**src/rtl/msx_bus_if.sv**
```systemverilog
// rtl/msx_bus_if.sv - filtered MSX bus strobes in, single-cycle transaction events out
interface msx_bus_if #(
  parameter int ADDR_W = 16
) ();
  logic              sltsl_n;
  logic              mreq_n;
  logic              iorq_n;
  logic              rd_n;
  logic              wr_n;
  logic [ADDR_W-1:0] addr;
  logic [7:0]        din;
  logic              cyc_ack;
  logic              cyc_valid;
  logic              cyc_io;
  logic              cyc_wr;
  logic [ADDR_W-1:0] cyc_addr;
  logic [7:0]        cyc_wdata;
  logic              wait_n;
  logic              busy;
  logic              timeout;
  logic              aborted;

  modport master (
    output sltsl_n, mreq_n, iorq_n, rd_n, wr_n, addr, din, cyc_ack,
    input  cyc_valid, cyc_io, cyc_wr, cyc_addr, cyc_wdata, wait_n, busy, timeout, aborted
  );

  modport slave (
    input  sltsl_n, mreq_n, iorq_n, rd_n, wr_n, addr, din, cyc_ack,
    output cyc_valid, cyc_io, cyc_wr, cyc_addr, cyc_wdata, wait_n, busy, timeout, aborted
  );
endinterface

```
**src/rtl/msx_bus_cycle.sv**
```systemverilog
// rtl/msx_bus_cycle.sv - MSX bus cycle decoder with settle filter, WAIT insertion, timeout and abort
// A decode must hold SETTLE_CYCLES samples before one event fires; the access then stays latched until the strobes drop.
module msx_bus_cycle #(
  parameter int ADDR_W        = 16,
  parameter int SETTLE_CYCLES = 2,
  parameter int WAIT_MAX      = 255
) (
  input logic       clk,
  input logic       reset,
  msx_bus_if.slave  bus
);

  localparam int SW = $clog2(SETTLE_CYCLES + 1);
  localparam int WW = $clog2(WAIT_MAX + 1);
  localparam logic [SW-1:0] SETTLE_LAST = SW'(SETTLE_CYCLES);
  localparam logic [WW-1:0] WAIT_LAST   = WW'(WAIT_MAX);

  localparam logic [1:0] S_IDLE   = 2'd0;
  localparam logic [1:0] S_SETTLE = 2'd1;
  localparam logic [1:0] S_WAIT   = 2'd2;
  localparam logic [1:0] S_DONE   = 2'd3;

  logic [1:0]        state_q, state_d;
  logic [SW-1:0]     scnt_q, scnt_d;
  logic [WW-1:0]     wcnt_q, wcnt_d;
  logic [1:0]        kind_q, kind_d;
  logic              valid_q, valid_d;
  logic              wait_n_q, wait_n_d;
  logic              timeout_q, timeout_d;
  logic              aborted_q, aborted_d;
  logic              io_q, io_d;
  logic              wr_q, wr_d;
  logic [ADDR_W-1:0] addr_q, addr_d;
  logic [7:0]        wdata_q, wdata_d;

  logic       dec_mem, dec_io, dec_rd, dec_wr, dec_ok, released, latch;
  logic [1:0] dec_kind;
  logic [SW-1:0] scnt_inc;
  logic [WW-1:0] wcnt_inc;

  // sltsl_n only qualifies memory cycles; I/O decodes regardless of slot
  assign dec_mem  = ~bus.sltsl_n & ~bus.mreq_n;
  assign dec_io   = ~bus.iorq_n;
  assign dec_rd   = ~bus.rd_n & bus.wr_n;
  assign dec_wr   = ~bus.wr_n & bus.rd_n;
  assign dec_ok   = (dec_mem ^ dec_io) & (dec_rd ^ dec_wr);
  assign dec_kind = {dec_io, dec_wr};
  assign released = bus.rd_n & bus.wr_n;
  assign scnt_inc = scnt_q + SW'(1);
  assign wcnt_inc = wcnt_q + WW'(1);

  always_comb begin
    state_d   = state_q;
    scnt_d    = scnt_q;
    wcnt_d    = wcnt_q;
    kind_d    = kind_q;
    valid_d   = 1'b0;
    timeout_d = 1'b0;
    aborted_d = 1'b0;
    wait_n_d  = wait_n_q;
    io_d      = io_q;
    wr_d      = wr_q;
    addr_d    = addr_q;
    wdata_d   = wdata_q;
    latch     = 1'b0;

    case (state_q)
      S_IDLE: begin
        if (dec_ok) begin
          kind_d = dec_kind;
          scnt_d = SW'(1);
          if (SW'(1) == SETTLE_LAST) latch = 1'b1;
          else state_d = S_SETTLE;
        end
      end
      S_SETTLE: begin
        if (dec_ok && dec_kind == kind_q) begin
          scnt_d = scnt_inc;
          if (scnt_inc == SETTLE_LAST) latch = 1'b1;
        end else begin
          state_d = S_IDLE;
        end
      end
      S_WAIT: begin
        wcnt_d = wcnt_inc;
        if (bus.cyc_ack) begin
          wait_n_d = 1'b1;
          state_d  = S_DONE;
        end else if (released) begin
          wait_n_d  = 1'b1;
          aborted_d = 1'b1;
          state_d   = S_IDLE;
        end else if (wcnt_inc == WAIT_LAST) begin
          wait_n_d  = 1'b1;
          timeout_d = 1'b1;
          state_d   = S_DONE;
        end
      end
      default: begin
        // DONE: the strobe must drop before another access can be decoded
        wait_n_d = 1'b1;
        if (released) state_d = S_IDLE;
      end
    endcase

    if (latch) begin
      io_d     = dec_kind[1];
      wr_d     = dec_kind[0];
      addr_d   = bus.addr;
      wdata_d  = dec_kind[0] ? bus.din : 8'h00;
      valid_d  = 1'b1;
      wait_n_d = 1'b0;
      wcnt_d   = '0;
      state_d  = S_WAIT;
    end
  end

  always_ff @(posedge clk) begin
    if (reset) begin
      state_q   <= S_IDLE;
      scnt_q    <= '0;
      wcnt_q    <= '0;
      kind_q    <= 2'b00;
      valid_q   <= 1'b0;
      wait_n_q  <= 1'b1;
      timeout_q <= 1'b0;
      aborted_q <= 1'b0;
      io_q      <= 1'b0;
      wr_q      <= 1'b0;
      addr_q    <= '0;
      wdata_q   <= 8'h00;
    end else begin
      state_q   <= state_d;
      scnt_q    <= scnt_d;
      wcnt_q    <= wcnt_d;
      kind_q    <= kind_d;
      valid_q   <= valid_d;
      wait_n_q  <= wait_n_d;
      timeout_q <= timeout_d;
      aborted_q <= aborted_d;
      io_q      <= io_d;
      wr_q      <= wr_d;
      addr_q    <= addr_d;
      wdata_q   <= wdata_d;
    end
  end

  assign bus.cyc_valid = valid_q;
  assign bus.cyc_io    = io_q;
  assign bus.cyc_wr    = wr_q;
  assign bus.cyc_addr  = addr_q;
  assign bus.cyc_wdata = wdata_q;
  assign bus.wait_n    = wait_n_q;
  assign bus.busy      = (state_q != S_IDLE);
  assign bus.timeout   = timeout_q;
  assign bus.aborted   = aborted_q;

endmodule

```
**src/flat_wrapper.sv**
```systemverilog
// flat-port wrapper written by rule: the top's interface ports become plain ports
module msx_bus_cycle_flat 
#(
  parameter int ADDR_W        = 16,
  parameter int SETTLE_CYCLES = 2,
  parameter int WAIT_MAX      = 255
)
  (clk, reset, bus_sltsl_n, bus_mreq_n, bus_iorq_n, bus_rd_n, bus_wr_n, bus_addr, bus_din, bus_cyc_ack, bus_cyc_valid, bus_cyc_io, bus_cyc_wr, bus_cyc_addr, bus_cyc_wdata, bus_wait_n, bus_busy, bus_timeout, bus_aborted);
  msx_bus_if #(.ADDR_W(ADDR_W)) bus_i ();
  input logic clk;
  input logic reset;
  input wire logic [$bits(bus_i.sltsl_n)-1:0] bus_sltsl_n;
  input wire logic [$bits(bus_i.mreq_n)-1:0] bus_mreq_n;
  input wire logic [$bits(bus_i.iorq_n)-1:0] bus_iorq_n;
  input wire logic [$bits(bus_i.rd_n)-1:0] bus_rd_n;
  input wire logic [$bits(bus_i.wr_n)-1:0] bus_wr_n;
  input wire logic [$bits(bus_i.addr)-1:0] bus_addr;
  input wire logic [$bits(bus_i.din)-1:0] bus_din;
  input wire logic [$bits(bus_i.cyc_ack)-1:0] bus_cyc_ack;
  output wire logic [$bits(bus_i.cyc_valid)-1:0] bus_cyc_valid;
  output wire logic [$bits(bus_i.cyc_io)-1:0] bus_cyc_io;
  output wire logic [$bits(bus_i.cyc_wr)-1:0] bus_cyc_wr;
  output wire logic [$bits(bus_i.cyc_addr)-1:0] bus_cyc_addr;
  output wire logic [$bits(bus_i.cyc_wdata)-1:0] bus_cyc_wdata;
  output wire logic [$bits(bus_i.wait_n)-1:0] bus_wait_n;
  output wire logic [$bits(bus_i.busy)-1:0] bus_busy;
  output wire logic [$bits(bus_i.timeout)-1:0] bus_timeout;
  output wire logic [$bits(bus_i.aborted)-1:0] bus_aborted;
  assign bus_i.sltsl_n = bus_sltsl_n;
  assign bus_i.mreq_n = bus_mreq_n;
  assign bus_i.iorq_n = bus_iorq_n;
  assign bus_i.rd_n = bus_rd_n;
  assign bus_i.wr_n = bus_wr_n;
  assign bus_i.addr = bus_addr;
  assign bus_i.din = bus_din;
  assign bus_i.cyc_ack = bus_cyc_ack;
  assign bus_cyc_valid = bus_i.cyc_valid;
  assign bus_cyc_io = bus_i.cyc_io;
  assign bus_cyc_wr = bus_i.cyc_wr;
  assign bus_cyc_addr = bus_i.cyc_addr;
  assign bus_cyc_wdata = bus_i.cyc_wdata;
  assign bus_wait_n = bus_i.wait_n;
  assign bus_busy = bus_i.busy;
  assign bus_timeout = bus_i.timeout;
  assign bus_aborted = bus_i.aborted;
  msx_bus_cycle #(.ADDR_W(ADDR_W), .SETTLE_CYCLES(SETTLE_CYCLES), .WAIT_MAX(WAIT_MAX)) u_core (.clk(clk), .reset(reset), .bus(bus_i));
endmodule
```
**config.mk**
```make
export PLATFORM = sky130hd
export DESIGN_NAME = msx_bus_cycle_flat
export DESIGN_NICKNAME = d
export VERILOG_FILES = /design/src/rtl/msx_bus_if.sv /design/src/rtl/msx_bus_cycle.sv /design/src/flat_wrapper.sv
export SDC_FILE = /design/constraint.sdc
export NUM_CORES = 1
export LEC_CHECK = 0
export ABC_AREA = 1
export CAP_MARGIN = 20
export CORE_ASPECT_RATIO = 1.4
export CORE_MARGIN = 3
export CORE_UTILIZATION = 43
export DETAILED_ROUTE_END_ITERATION = 12
export GPL_ROUTABILITY_DRIVEN = 0
export MAX_ROUTING_LAYER = met4
export PLACE_DENSITY = 0.75
export RECOVER_POWER = 25
export REMOVE_ABC_BUFFERS = 1
export SLEW_MARGIN = 20
export SYNTH_ARGS = -nofsm -noshare
export SYNTH_HDL_FRONTEND = slang
export SYNTH_SLANG_ARGS = --single-unit
```
**constraint.sdc**
```tcl
create_clock -name clk -period 1.9 [get_ports clk]
set_clock_uncertainty 0.1 [all_clocks]
set_input_delay 0.38 -clock clk [delete_from_list [all_inputs] [get_ports clk]]
set_output_delay 0.38 -clock clk [all_outputs]
set_load 0.02 [all_outputs]
```
==> results.txt, run 1 <==
final wirelength: 4620 um
YS warnings: 0
reg2reg start: u_core.state_q[1]
Crit. End Element: register
initial antenna violation count: 0
CP Capture Point: u_core.bus.cyc_addr[9]
detailed-placement wirelength estimate: 3330 um
Die Width: 62.0 um
# DRC: 0
Synth cell types: 27
num rows: 27
Top Ports: 63
# diodes: 0
Reg2Reg Setup Slack: 220 ps
critical path launch point type: input pin
Syn Inst Count: 226
synthesized area per cell: 8.34 sq um
final setup fails: 0
Critical Path RT: 2000 ps
Worst Hold Class: reg -> reg
layout cells sized above 1: 14.6%
Seq cells post-synth: 44
post-DR vias/cell: 4.77
combinational share of power: 11.7%
Power Density: 663 nW/um^2
overall power: 1900 uW
Int Power: 1450 uW
peak supply drop: 519 uV
IO buf count: 62
Worst R2R Path Depth: 8
Core Region: 4090 sq um
CP startpoint: bus_iorq_n
clock share of power: 38.5%
register area share after synthesis: 46.7%
clk sinks: 44
Final Hold Fails: 0
vias in the first global route: 1,720
Clock Tree Root: clkbuf_8
Final min period: 1840 ps
Final Non-Filler Cells: 367
Net Sw Frac: 23.6%
Slew Limit Fails: 0
Final ANT Viol Nets: 0
Worst slew margin: 76.7%
Die Ht: 84.4 um
TritonCTS clock tree: yes
static leakage: 0.00121 uW
Reg power frac: 49.8%
CTS Buf Count: 5
Area Growth Syn to Fin: 51.6%
htree depth: 2
first-pass GRT wire length: 7340 um
Post-Place Cells: 356
Via Count: 1,752
gr ovfl total: 0
Starting Density: 46.1%
worst-path fanout max: 8
total global-route track usage: 18.8%
DR pass1 iterations: 4
Worst Max-Slew Pin Slew: 349 ps
WL per Instance: 12.6 um
die footprint: 5230 sq um
R2R Path End: u_core.bus.cyc_addr[9]
clock transition at the registers of the reported paths: 90 ps
max cap viols: 0
Crit path arrival time: 1930 ps
Switch Pwr: 447 uW
outcome: completed
WS Path Type: in -> reg
Starting DRT DRC Count: 58
Cell Area, Synth: 1890 sq um
clock buffer depth: 2
period utilization: 96.6%
largest net degree at the start of global routing: 28
clock latency on the worst-skew pair: 300 ps
FMAX: 545 MHz
Final #Nets: 345
-- how the worst min path moves through the flow --
stage | from | endpoint | slack [ps] | cells after the start
2_1_floorplan | u_core.kind_q[1] | u_core.kind_q[1] | 340 | 2
6_report | u_core.bus.cyc_wdata[1] | u_core.bus.cyc_wdata[1] | 360 | 2
4_1_cts | u_core.bus.cyc_wdata[1] | u_core.bus.cyc_wdata[1] | 360 | 2
3_5_place_dp | u_core.bus.cyc_wdata[1] | u_core.bus.cyc_wdata[1] | 340 | 2
5_1_grt | u_core.bus.cyc_wdata[4] | u_core.bus.cyc_wdata[4] | 390 | 2
3_3_place_gp | u_core.bus.cyc_wdata[1] | u_core.bus.cyc_wdata[1] | 340 | 2
-- worst max-delay path, cell delays in order --
cell,delay [ps]
clkdlybuf4s50_1,530
inv_2,70
a21oi_1,300
nor2_4,70
nand3_4,130
nor2_8,80
clkbuf_16,160
a22o_1,210
-- layout by cell type, fill, tap and decap left out, types with 4 or more instances in the layout --
cell             instances
nand3_1                 19
nor2_1                  11
inv_1                   22
a21oi_1                 14
dlygate4sd3_1            6
a22o_1                  18
clkdlybuf4s50_1         53
clkbuf_8                 5
o21ai_0                  5
buf_4                   13
dfxtp_1                 42
ha_1                     4
nand2_1                 57
-- metrics by stage --
stage          hold slack (ps)  setup WS [ps]  util [%]  cell area [sq um]  setup TNS [ps]
6_report                   355           64.9      69.9               2860               0
5_1_grt                    386         -0.219      69.9               2860          -0.219
4_1_cts                    358          -7.60      68.2               2790           -7.60
3_5_place_dp               344           -337      65.3               2670          -12010
3_3_place_gp               341           -303      65.3               2670          -11490
2_1_floorplan              337            130         -               1830               0
-- per-layer routing --
| metal | wire length, um | up-vias | global-route usage [%] |
|---|---|---|---|
| met5 | 0 | - | - |
| met4 | 59 | 0 | 5.79 |
| met1 | 1930 | 794 | 20.9 |
| li1 | - | 909 | - |
| met2 | 2450 | 43 | 31.5 |
| met3 | 171 | 6 | 5.08 |
-- cell usage after synthesis --
master,instances,area (sq um)
a21oi_1,14,70.1
nand3_2,2,20.0
a22o_1,18,158
buf_6,4,45.0
or2_2,2,12.5
nand2_1,60,225
dfxtp_1,44,881
o21ai_0,6,30.0
nand3_4,1,17.5
buf_2,1,5.00
nor2_1,11,41.3
nand4_1,2,12.5
nor4_1,1,6.26
nand3_1,19,95.1
a31oi_1,1,6.26
nor2_2,1,6.26
o22ai_1,1,6.26
inv_2,2,7.51
inv_1,22,82.6
inv_6,1,8.76
nand2_8,1,20.0
o21bai_1,2,15.0
nor2_8,1,20.0
ha_1,5,62.6
nor2_4,2,22.5
clkbuf_1,1,3.75
nor3_1,1,5.00
-- cell families after synthesis --
kind of cell / share of synthesized area, %
and+or+nand+nor: 26.7
buffers and inverters: 8.10
DFF: 46.7
adders and majority gates: 3.32
AOI/OAI and AO/OA: 15.1
-- cell type report --
class	instances	area, sq um
fill	345	1230
timing repair buffer	81	821
clock buffer	5	68.8
clock inverter	3	46.3
inverter	25	98.8
tap	58	72.6
sequential	44	883
multi-input combinational	151	867
-- power groups by stage --
| stage | Combinational, uW | Sequential [uW] | Clock [uW] |
|---|---|---|---|
| after detailed placement | 215 | 966 | 0 |
| final | 221 | 945 | 730 |
| after global placement | 213 | 966 | 0 |
| after CTS | 215 | 945 | 741 |
| after floorplan | 92.1 | 967 | 0 |
| after global routing | 243 | 947 | 787 |
-- registers in the layout (all words and copies together) (netlist names), 2 cells and up --
register              flops
u_core.bus.cyc_wdata      8
u_core.state_q            2
u_core.wcnt_q             8
u_core.kind_q             2
u_core.scnt_q             2
u_core.bus.cyc_addr      16
-- timing repair --
item,CTS,global route
endpoints found under the hold margin,0,0
cloned,0,2
hold buffers,0,0
setup buffers,0,1
setup endpoints to repair,4,35
gates resized for setup,2,9
pin swaps,0,5
(Power assumes the default switching activity.)
==> run 2, diff against run 1 <==
GPL_ROUTABILITY_DRIVEN = 1   (was 0)
==> results of run 2 <==
No change in the layout: final DEF, timing and power equal those of run 1.
